==> src/rtl/obstacle_scroller.sv <==
// obstacle_scroller
//   Manages NUM_OBS independently scrolling ground obstacles: pseudo-random
//   spawn spacing, per-frame motion, sprite ROM addressing for the pixel
//   currently being drawn, score counting and a sticky dino/obstacle
//   collision flag. Runs on the system clock; pix_en qualifies pixel work.
//
// Ports
//   clk, reset        system clock, synchronous active-high reset
//   pix_en            one-cycle pixel strobe
//   screen_end        one-cycle frame-boundary pulse
//   active, x, y      timing-generator active flag and pixel coordinates
//   run, clear        game running / restart game
//   speed             pixels moved per frame
//   dino_px           dino opaque at the pixel presented last pix_en
//   obs_opaque        sprite ROM data for obs_addr (one pix_en later)
//   obs_pixel         registered pixel lies inside an obstacle box
//   obs_addr, obs_id  sprite ROM address and covering slot index
//   collision         sticky collision flag
//   score             obstacles passed, saturating
module obstacle_scroller #(
    parameter int NUM_OBS        = 3,
    parameter int OBS_W          = 49,
    parameter int OBS_H          = 80,
    parameter int GROUND         = 335,
    parameter int X_SPAWN        = 640,
    parameter int MIN_GAP_FRAMES = 40,
    parameter int ADDR_W         = 13,
    parameter int SCORE_W        = 16
) (
    input  logic               clk,
    input  logic               reset,
    input  logic               pix_en,
    input  logic               screen_end,
    input  logic               active,
    input  logic [9:0]         x,
    input  logic [8:0]         y,
    input  logic               run,
    input  logic               clear,
    input  logic [3:0]         speed,
    input  logic               dino_px,
    input  logic               obs_opaque,
    output logic               obs_pixel,
    output logic [ADDR_W-1:0]  obs_addr,
    output logic [2:0]         obs_id,
    output logic               collision,
    output logic [SCORE_W-1:0] score
);

    localparam int          CNT_W   = $clog2(MIN_GAP_FRAMES + 64);
    localparam logic [10:0] TOP_ROW = 11'(GROUND - OBS_H);
    localparam logic [10:0] BOT_ROW = 11'(GROUND);
    localparam logic [10:0] BOX_W   = 11'(OBS_W);
    localparam logic [10:0] R_SPAWN = 11'(X_SPAWN + OBS_W);

    function automatic logic [SCORE_W-1:0] sat_add(input logic [SCORE_W-1:0] a,
                                                   input logic [3:0] n);
        logic [SCORE_W:0] s;
        s = {1'b0, a} + (SCORE_W+1)'(n);
        return s[SCORE_W] ? {SCORE_W{1'b1}} : s[SCORE_W-1:0];
    endfunction

    function automatic logic [ADDR_W-1:0] sprite_addr(input logic [10:0] row,
                                                      input logic [10:0] col);
        logic [31:0] a;
        a = 32'(row) * 32'(OBS_W) + 32'(col);
        return a[ADDR_W-1:0];
    endfunction

    logic [15:0]        lfsr_q, lfsr_d;
    logic [NUM_OBS-1:0] valid_q, valid_d;
    logic [10:0]        r_q [NUM_OBS];
    logic [10:0]        r_d [NUM_OBS];
    logic [CNT_W-1:0]   spawn_cnt_q, spawn_cnt_d;
    logic [SCORE_W-1:0] score_q, score_d;
    logic               collision_q, collision_d;
    logic               obs_pixel_q, obs_pixel_d;
    logic [ADDR_W-1:0]  obs_addr_q, obs_addr_d;
    logic [2:0]         obs_id_q, obs_id_d;

    logic               frame_upd;
    logic               spawned;
    logic [3:0]         retire_cnt;
    logic [10:0]        x11, y11;
    logic               in_rows;
    logic               hit;
    logic [2:0]         hit_idx;
    logic [10:0]        hit_r;

    assign lfsr_d    = {lfsr_q[14:0], lfsr_q[15] ^ lfsr_q[13] ^ lfsr_q[12] ^ lfsr_q[10]};
    assign frame_upd = screen_end & run & ~collision_q;

    // Frame update: motion/retire on slots valid before the update, then spawn
    // into the lowest slot that was free before it (so a retiree waits a frame).
    always_comb begin
        valid_d     = valid_q;
        r_d         = r_q;
        spawn_cnt_d = spawn_cnt_q;
        score_d     = score_q;
        retire_cnt  = 4'd0;
        spawned     = 1'b0;
        if (frame_upd) begin
            for (int i = 0; i < NUM_OBS; i++) begin
                if (valid_q[i]) begin
                    if (r_q[i] <= {7'd0, speed}) begin
                        valid_d[i] = 1'b0;
                        retire_cnt = retire_cnt + 4'd1;
                    end else begin
                        r_d[i] = r_q[i] - {7'd0, speed};
                    end
                end
            end
            if (spawn_cnt_q != '0) begin
                spawn_cnt_d = spawn_cnt_q - 1'b1;
            end else begin
                for (int i = 0; i < NUM_OBS; i++) begin
                    if (!valid_q[i] && !spawned) begin
                        valid_d[i] = 1'b1;
                        r_d[i]     = R_SPAWN;
                        spawned    = 1'b1;
                    end
                end
                // No free slot: the counter stays at zero and retries next frame.
                if (spawned) begin
                    spawn_cnt_d = CNT_W'(MIN_GAP_FRAMES) + CNT_W'(lfsr_q[5:0]);
                end
            end
            score_d = sat_add(score_q, retire_cnt);
        end
    end

    // Pixel path: box test done at 11 bits as x < r and x+OBS_W >= r so a box
    // hanging off the left edge never needs r-OBS_W to be formed.
    always_comb begin
        x11     = {1'b0, x};
        y11     = {2'b00, y};
        in_rows = (y11 >= TOP_ROW) && (y11 < BOT_ROW);
        hit     = 1'b0;
        hit_idx = 3'd0;
        hit_r   = 11'd0;
        for (int i = 0; i < NUM_OBS; i++) begin
            if (!hit && valid_q[i] && in_rows && (x11 < r_q[i]) && ((x11 + BOX_W) >= r_q[i])) begin
                hit     = 1'b1;
                hit_idx = 3'(i);
                hit_r   = r_q[i];
            end
        end
        obs_pixel_d = obs_pixel_q;
        obs_addr_d  = obs_addr_q;
        obs_id_d    = obs_id_q;
        collision_d = collision_q;
        if (pix_en) begin
            obs_pixel_d = active & hit;
            if (active && hit) begin
                obs_id_d   = hit_idx;
                obs_addr_d = sprite_addr(y11 - TOP_ROW, x11 + BOX_W - hit_r);
            end
            // obs_opaque belongs to the address registered on the previous strobe.
            if (dino_px && obs_opaque && obs_pixel_q) begin
                collision_d = 1'b1;
            end
        end
    end

    always_ff @(posedge clk) begin
        if (reset || clear) begin
            lfsr_q      <= reset ? 16'hACE1 : lfsr_d;
            valid_q     <= '0;
            spawn_cnt_q <= '0;
            score_q     <= '0;
            collision_q <= 1'b0;
            obs_pixel_q <= 1'b0;
            obs_addr_q  <= '0;
            obs_id_q    <= 3'd0;
        end else begin
            lfsr_q      <= lfsr_d;
            valid_q     <= valid_d;
            spawn_cnt_q <= spawn_cnt_d;
            score_q     <= score_d;
            collision_q <= collision_d;
            obs_pixel_q <= obs_pixel_d;
            obs_addr_q  <= obs_addr_d;
            obs_id_q    <= obs_id_d;
        end
    end

    // Positions are meaningless while a slot is invalid, so they skip reset.
    always_ff @(posedge clk) begin
        if (!reset && !clear) begin
            r_q <= r_d;
        end
    end

    assign obs_pixel = obs_pixel_q;
    assign obs_addr  = obs_addr_q;
    assign obs_id    = obs_id_q;
    assign collision = collision_q;
    assign score     = score_q;

endmodule

==> config.mk <==
export PLATFORM = sky130hd
export DESIGN_NAME = obstacle_scroller
export DESIGN_NICKNAME = d
export VERILOG_FILES = /design/src/rtl/obstacle_scroller.sv
export SDC_FILE = /design/constraint.sdc
export NUM_CORES = 1
export LEC_CHECK = 0
export BUFFER_PORTS_ARGS = -buffer_cell sky130_fd_sc_hd__buf_2
export CORE_UTILIZATION = 57
export CTS_BUF_LIST = sky130_fd_sc_hd__clkbuf_2
export CTS_CLUSTER_SIZE = 8
export DETAILED_ROUTE_END_ITERATION = 10
export PLACE_DENSITY_LB_ADDON = 0.2
export SLEW_MARGIN = 20
export SYNTH_ARGS = -nofsm -noshare
export SYNTH_HDL_FRONTEND = slang
export SYNTH_SLANG_ARGS = --single-unit
==> constraint.sdc <==
create_clock -name clk -period 6.5 [get_ports clk]
set_input_delay 0.65 -clock clk [delete_from_list [all_inputs] [get_ports clk]]
set_output_delay 0.65 -clock clk [all_outputs]
set_load 0.02 [all_outputs]
==> metrics, run 1 <==
Tot Pwr=0.001814 W; hold_sp=obs_opaque; Ports=66; clk root buf=clkbuf_2; CP Max Fanout=5; Worst Hold Depth=3; fin area=0.009522 mm2; synth top area cells=ha_1 (20%), dfxtp_1 (14%), edfxtp_1 (12%); clk sink count=92; pre-CTS WS=-430.1 ps; FF+latch count, synth=92; Remaining DRCs=0; via density per instance=5.864; Slew Viols, Final=0; Synth Area in Compound Gates=18.56%; leakage=4.344 nW; die height=122.1 um; PnR worst setup slack=180.9 ps; Post-synth EDFFs=33; routed len/inst=16.39 um; final core utilization=68.07%; WP data required=7010 ps; Fin Clk Skew=37.67 ps; ys flop type=dfxtp_1; Clock transition at path regs=270 ps; FP Rows=43; initial antenna violation count=0; Hold Path Class=primary input to flop; FILL cells=1171; max cap viols=0; Distinct cells, synth=75; DRT antenna net count=0; first-pass GRT wire length=32.85 mm; WHS Endpoint=collision; Peak Freq=0.1582 GHz; Tcrit/Tclk final=97.22%; Clk Latency, worst-skew pair=550 ps; drt first pass iters=5; CTS Hold Bufs=0; asr flop ratio synth=0%; post-DP HPWL=16.51 mm; full die area=0.01490 mm2; multiplexer area fraction after synthesis=0.5024%; Initial Util=58.75%; Worst IR Drop VDD=0.1469 mV; Starting DRT DRC Count=480; final worst path period need=6319 ps; DIE WIDTH=122.1 um; number of global-route vias before repair=6806; GRT overflow=0; sequential area share after synthesis=26.43%; dpl cell area=0.009228 mm2; slowest CP cell=fa_1; worst path bufs/invs=5; Max clock buf depth=2; status=completed; CTS tree=built; synthesis-to-finish area growth=15.86%; H-tree levels=3; Synth Area in XOR/XNOR=6.928%; worst path arrival time=6830 ps; cell count after synthesis=956; R2R depth=30; Avg Inst Size Synth=8.596 um2; Ys Warns=0; RD Place Congestion=0.9461; hold slack=366.1 ps; port bufs=64; RR Endpoint=obs_addr[12]; Synth area leader=ha_1; worst setup path category=primary input to flop; launching point of the worst reg2reg path=r_q[24]; main combinational cell family by area after synthesis=adder cells; Slew Limit Headroom=49.58%; area of the mapped netlist=0.008218 mm2; worst slew pin tran=756.4 ps; Reg2Reg Setup Slack=280 ps; Via Count=7435; fraction of layout instances using a drive strength above 1=20.06%; total track usage=28.10%; CP Launch Type=primary input; P per Cell Area=190.6 mW/mm2; largest net degree at the start of global routing=40; Worst Setup End Kind=flop; Final #Nets=1260; CTS buffer count=9; simple-gate portion of the synthesized area=18.22%; Critical path origin=x[2]; syn nets=1134; core area=0.01399 mm2; largest stage delay on the critical path=490 ps; Adder-Cell Fraction of Synth Area=23.69%; setup violators final=0; final hold viol count=0; top cell family by delay on the critical path=compound AO/OA/AOI/OAI gates; final WL=20.78 mm; share of Yosys cell area claimed by the top area cell type=19.79%
cells in the final DEF, fill, tap and decap left out, drive strengths merged, types with 11 or more instances in the layout:
master	count
inv	95
nor2	68
or2	13
edfxtp	33
nand3	38
a221o	11
xnor2	41
nand4	18
buf	140
a211oi	11
a21oi	69
fa	16
nor2b	18
ha	130
nand2	72
dfxtp	59
o21ai	64
nor3	28
a21o	15
xor2	24
area by class of cell:
type | instances | area, um2 | share of cell area, %
repair buffers | 140 | 894.6 | 9.396
diodes | 1 | 2.502 | 0.02628
multi-input cells | 748 | 5783 | 60.74
inverters | 91 | 341.6 | 3.587
well taps | 180 | 225.2 | 2.365
clock buffers | 9 | 45.04 | 0.4731
flip-flops and latches | 92 | 2172 | 22.81
clock inverters | 7 | 57.56 | 0.6045
metal layers:
metal | GRT usage [%] | wire length [um] | up-vias
li1 | - | - | 3691
met1 | 39.07 | 9550 | 3515
met2 | 45.90 | 9616 | 197
met3 | 3.464 | 1197 | 32
met4 | 7.470 | 414 | 0
met5 | 0 | 0 | -
logic make-up after synthesis:
family                   after synthesis
multiplexers                           4
adder cells (fa/ha/maj)              146
flip-flops                            92
buffers and inverters                116
AO/OA/AOI/OAI                        232
AND/OR/NAND/NOR                      300
XOR/XNOR                              65
other                                  1
through the flow:
step | std cells | TNS [ps]
2_1_floorplan | 956 | 0
3_3_place_gp | 1243 | -627.4
3_5_place_dp | 1243 | -990.3
4_1_cts | 1259 | 0
5_1_grt | 1267 | -127.9
6_report | 1268 | 0
worst max-delay path by stage:
stage	end	depth (start not counted)
after CTS	obs_addr[12]	30
after global routing	obs_addr[12]	34
after floorplan	obs_addr[12]	33
after global placement	obs_addr[12]	33
after detailed placement	obs_addr[12]	33
final	obs_addr[12]	35
synthesized netlist by cell type (3+ instances only):
library cell	n
ha_1	130
inv_1	91
nand2_1	72
a21oi_1	69
nor2_1	67
o21ai_0	62
dfxtp_1	59
xnor2_1	41
nand3_1	38
edfxtp_1	33
nor3_1	26
xor2_1	24
nand4_1	18
nor2b_1	18
fa_1	16
a21o_1	15
clkbuf_1	13
or2_2	12
a211oi_1	11
a221o_1	11
buf_2	8
nand2b_1	8
o21a_1	8
or3_1	7
a31oi_1	6
o211ai_1	6
and3_1	5
nor3b_1	5
a21boi_0	4
a311oi_1	4
and2_1	4
o221a_2	4
mux2i_1	3
nand3b_1	3
nor4_1	3
o21bai_1	3
o41ai_1	3
report_power, final:
part           switching (W)  total, W  internal (W)
combinational       0.000470  0.000924      0.000454
clock               0.000211  0.000269     0.0000575
sequential         0.0000108  0.000622      0.000611
sequential cells by signal (all words and copies together), names as in the netlist:
| name | cells |
|---|---|
| spawn_cnt_q | 7 |
| valid_q | 3 |
| score | 16 |
| collision | 1 |
| obs_id | 2 |
| obs_pixel | 1 |
| obs_addr | 13 |
| lfsr_q | 16 |
| r_q | 33 |
timing repair:
action	in CTS	in global routing
buffers inserted	0	8
gates resized for setup	0	28
endpoints found under the setup margin	0	4
worst min-delay path, cell delays in order:
cell and delay [ps]:
buf_2 80, a41oi_1 100, nor2_1 80
(Power assumes the default switching activity.)
==> run 2, diff against run 1 <==
- MAX_ROUTING_LAYER: default -> met4
==> metrics, run 2 (synthesis gave the netlist of run 1 again) <==
clk root buf=clkbuf_2; Via Count=7411; Largest register FFs=33; routed wl met2=9.608 mm; Peak Freq=0.1569 GHz; leakage=4.383 nW; CTS tree=built; slowest CP cell=fa_1; launching point of the worst reg2reg path=r_q[22]; hold slack=299.1 ps; Ports=66; Detail Route met3 WL=1.443 mm; post-DP HPWL=16.74 mm; Remaining DRCs=0; port bufs=64; full die area=0.01490 mm2; Starting DRT DRC Count=532; final WL=20.81 mm; Clk Latency, worst-skew pair=600 ps; H-tree levels=3; Final #Nets=1266; WL met1=9.468 mm; Largest Register=r_q; CP Max Fanout=4; Hold Path Class=primary input to flop; most used cell, CP=a21oi_1; first-pass GRT wire length=32.80 mm; Initial Util=58.75%; commonest cells after routing, fill and taps aside=ha_1 (126), inv_1 (90), buf_4 (82), nand2_1 (72), a21oi_1 (68); GRT overflow=0; RD Place Congestion=0.9834; initial antenna violation count=1; setup violators final=0; Worst IR Drop VDD=0.1388 mV; worst slew pin tran=766.8 ps; CP Launch Type=primary input; fraction of layout instances using a drive strength above 1=20.04%; drt first pass iters=5; synthesis-to-finish area growth=16.18%; max cap viols=0; via density per instance=5.817; routed len/inst=16.34 um; top sig layer=met4; PnR worst setup slack=125.4 ps; core area=0.01399 mm2; CTS Hold Bufs=0; largest stage delay on the critical path=490 ps; final hold viol count=0; worst path arrival time=6940 ps; FP Rows=43; DRT antenna net count=0; clk sink count=92; DIE WIDTH=122.1 um; Slew Viols, Final=0; hold_sp=obs_opaque; worst path bufs/invs=2; P per Cell Area=186.3 mW/mm2; Tcrit/Tclk final=98.07%; final worst path period need=6375 ps; Clock transition at path regs=290 ps; largest net degree at the start of global routing=40; Slew Limit Headroom=48.46%; CTS buffer count=9; top cell family by delay on the critical path=compound AO/OA/AOI/OAI gates; worst setup path category=primary input to flop; number of global-route vias before repair=6700; Fin Clk Skew=35.58 ps; pre-CTS WS=-431.2 ps; commonest non-fill, non-tap cell in the layout=ha_1; total track usage=29.23%; Max clock buf depth=2; Critical path origin=x[2]; status=completed; Worst Setup End Kind=flop; die height=122.1 um; WP data required=7060 ps
==> run 2: cell count changes in the layout (fill, tap and decap cells not counted), moves of 2 or more <==
cell     previous run  this run
buf_4              75        82
a21oi_1            65        68
a21oi_2             4         1
inv_6               1         3
nor2_2              3         5
==> run 2: routing by layer <==
layer | track usage, % | vias up
met5 | - | -
met3 | 4.588 | 28
li1 | - | 3700
met1 | 39.18 | 3480
met4 | 6.021 | 0
met2 | 46.57 | 203
==> run 2: timing repair <==
action / CTS / global route
gates resized for setup: 0 / 20
setup endpoints to repair: 0 / 4
buffers inserted: 0 / 2
==> run 2: final timing paths <==
check / endpoint / cells past startpoint / slack [ps]
worst min register to register: lfsr_q[15] / 1 / 450
worst max-delay path: obs_addr[12] / 33 / 130
worst max register to register: obs_addr[12] / 29 / 170
worst min-delay path: collision / 3 / 300
==> run 2: final cells by class <==
type,count,area [um2]
sequential,92,2172
inverter,91,341.6
multi-input combinational,748,5763
clock inverter,7,62.56
timing repair buffer,146,935.9
clock buffer,9,45.04
antenna,1,2.502
tap,180,225.2
fill,1196,4441
==> run 2: report_power, final <==
part	switching [W]	internal [W]
clock network	0.000222	0.0000612
registers	0.0000107	0.000611
logic	0.000442	0.000432
total	0.000674	0.00110
==> run 2: stage by stage <==
step,cell area [um2],total power [W],util (%),setup TNS [ps],std cells
finish,9548,0.001778,68.26,0,1274
global route,9548,0.001920,68.26,-122.0,1274
CTS,9425,0.001761,67.38,0,1271
detailed placement,9318,0.001475,66.61,-1353,1255
global placement,9318,0.001464,66.61,-930.2,1255
floorplan,8299,0.001219,-,0,956
==> run 2: worst reg2reg max path: cells and delay by family (launching register included) <==
family,cells,cell delay [ps]
compound gates,12,2070
xor+xnor,3,600
fa+ha+maj,5,1700
buf+inv,3,370
flops,1,590
simple gates,6,990
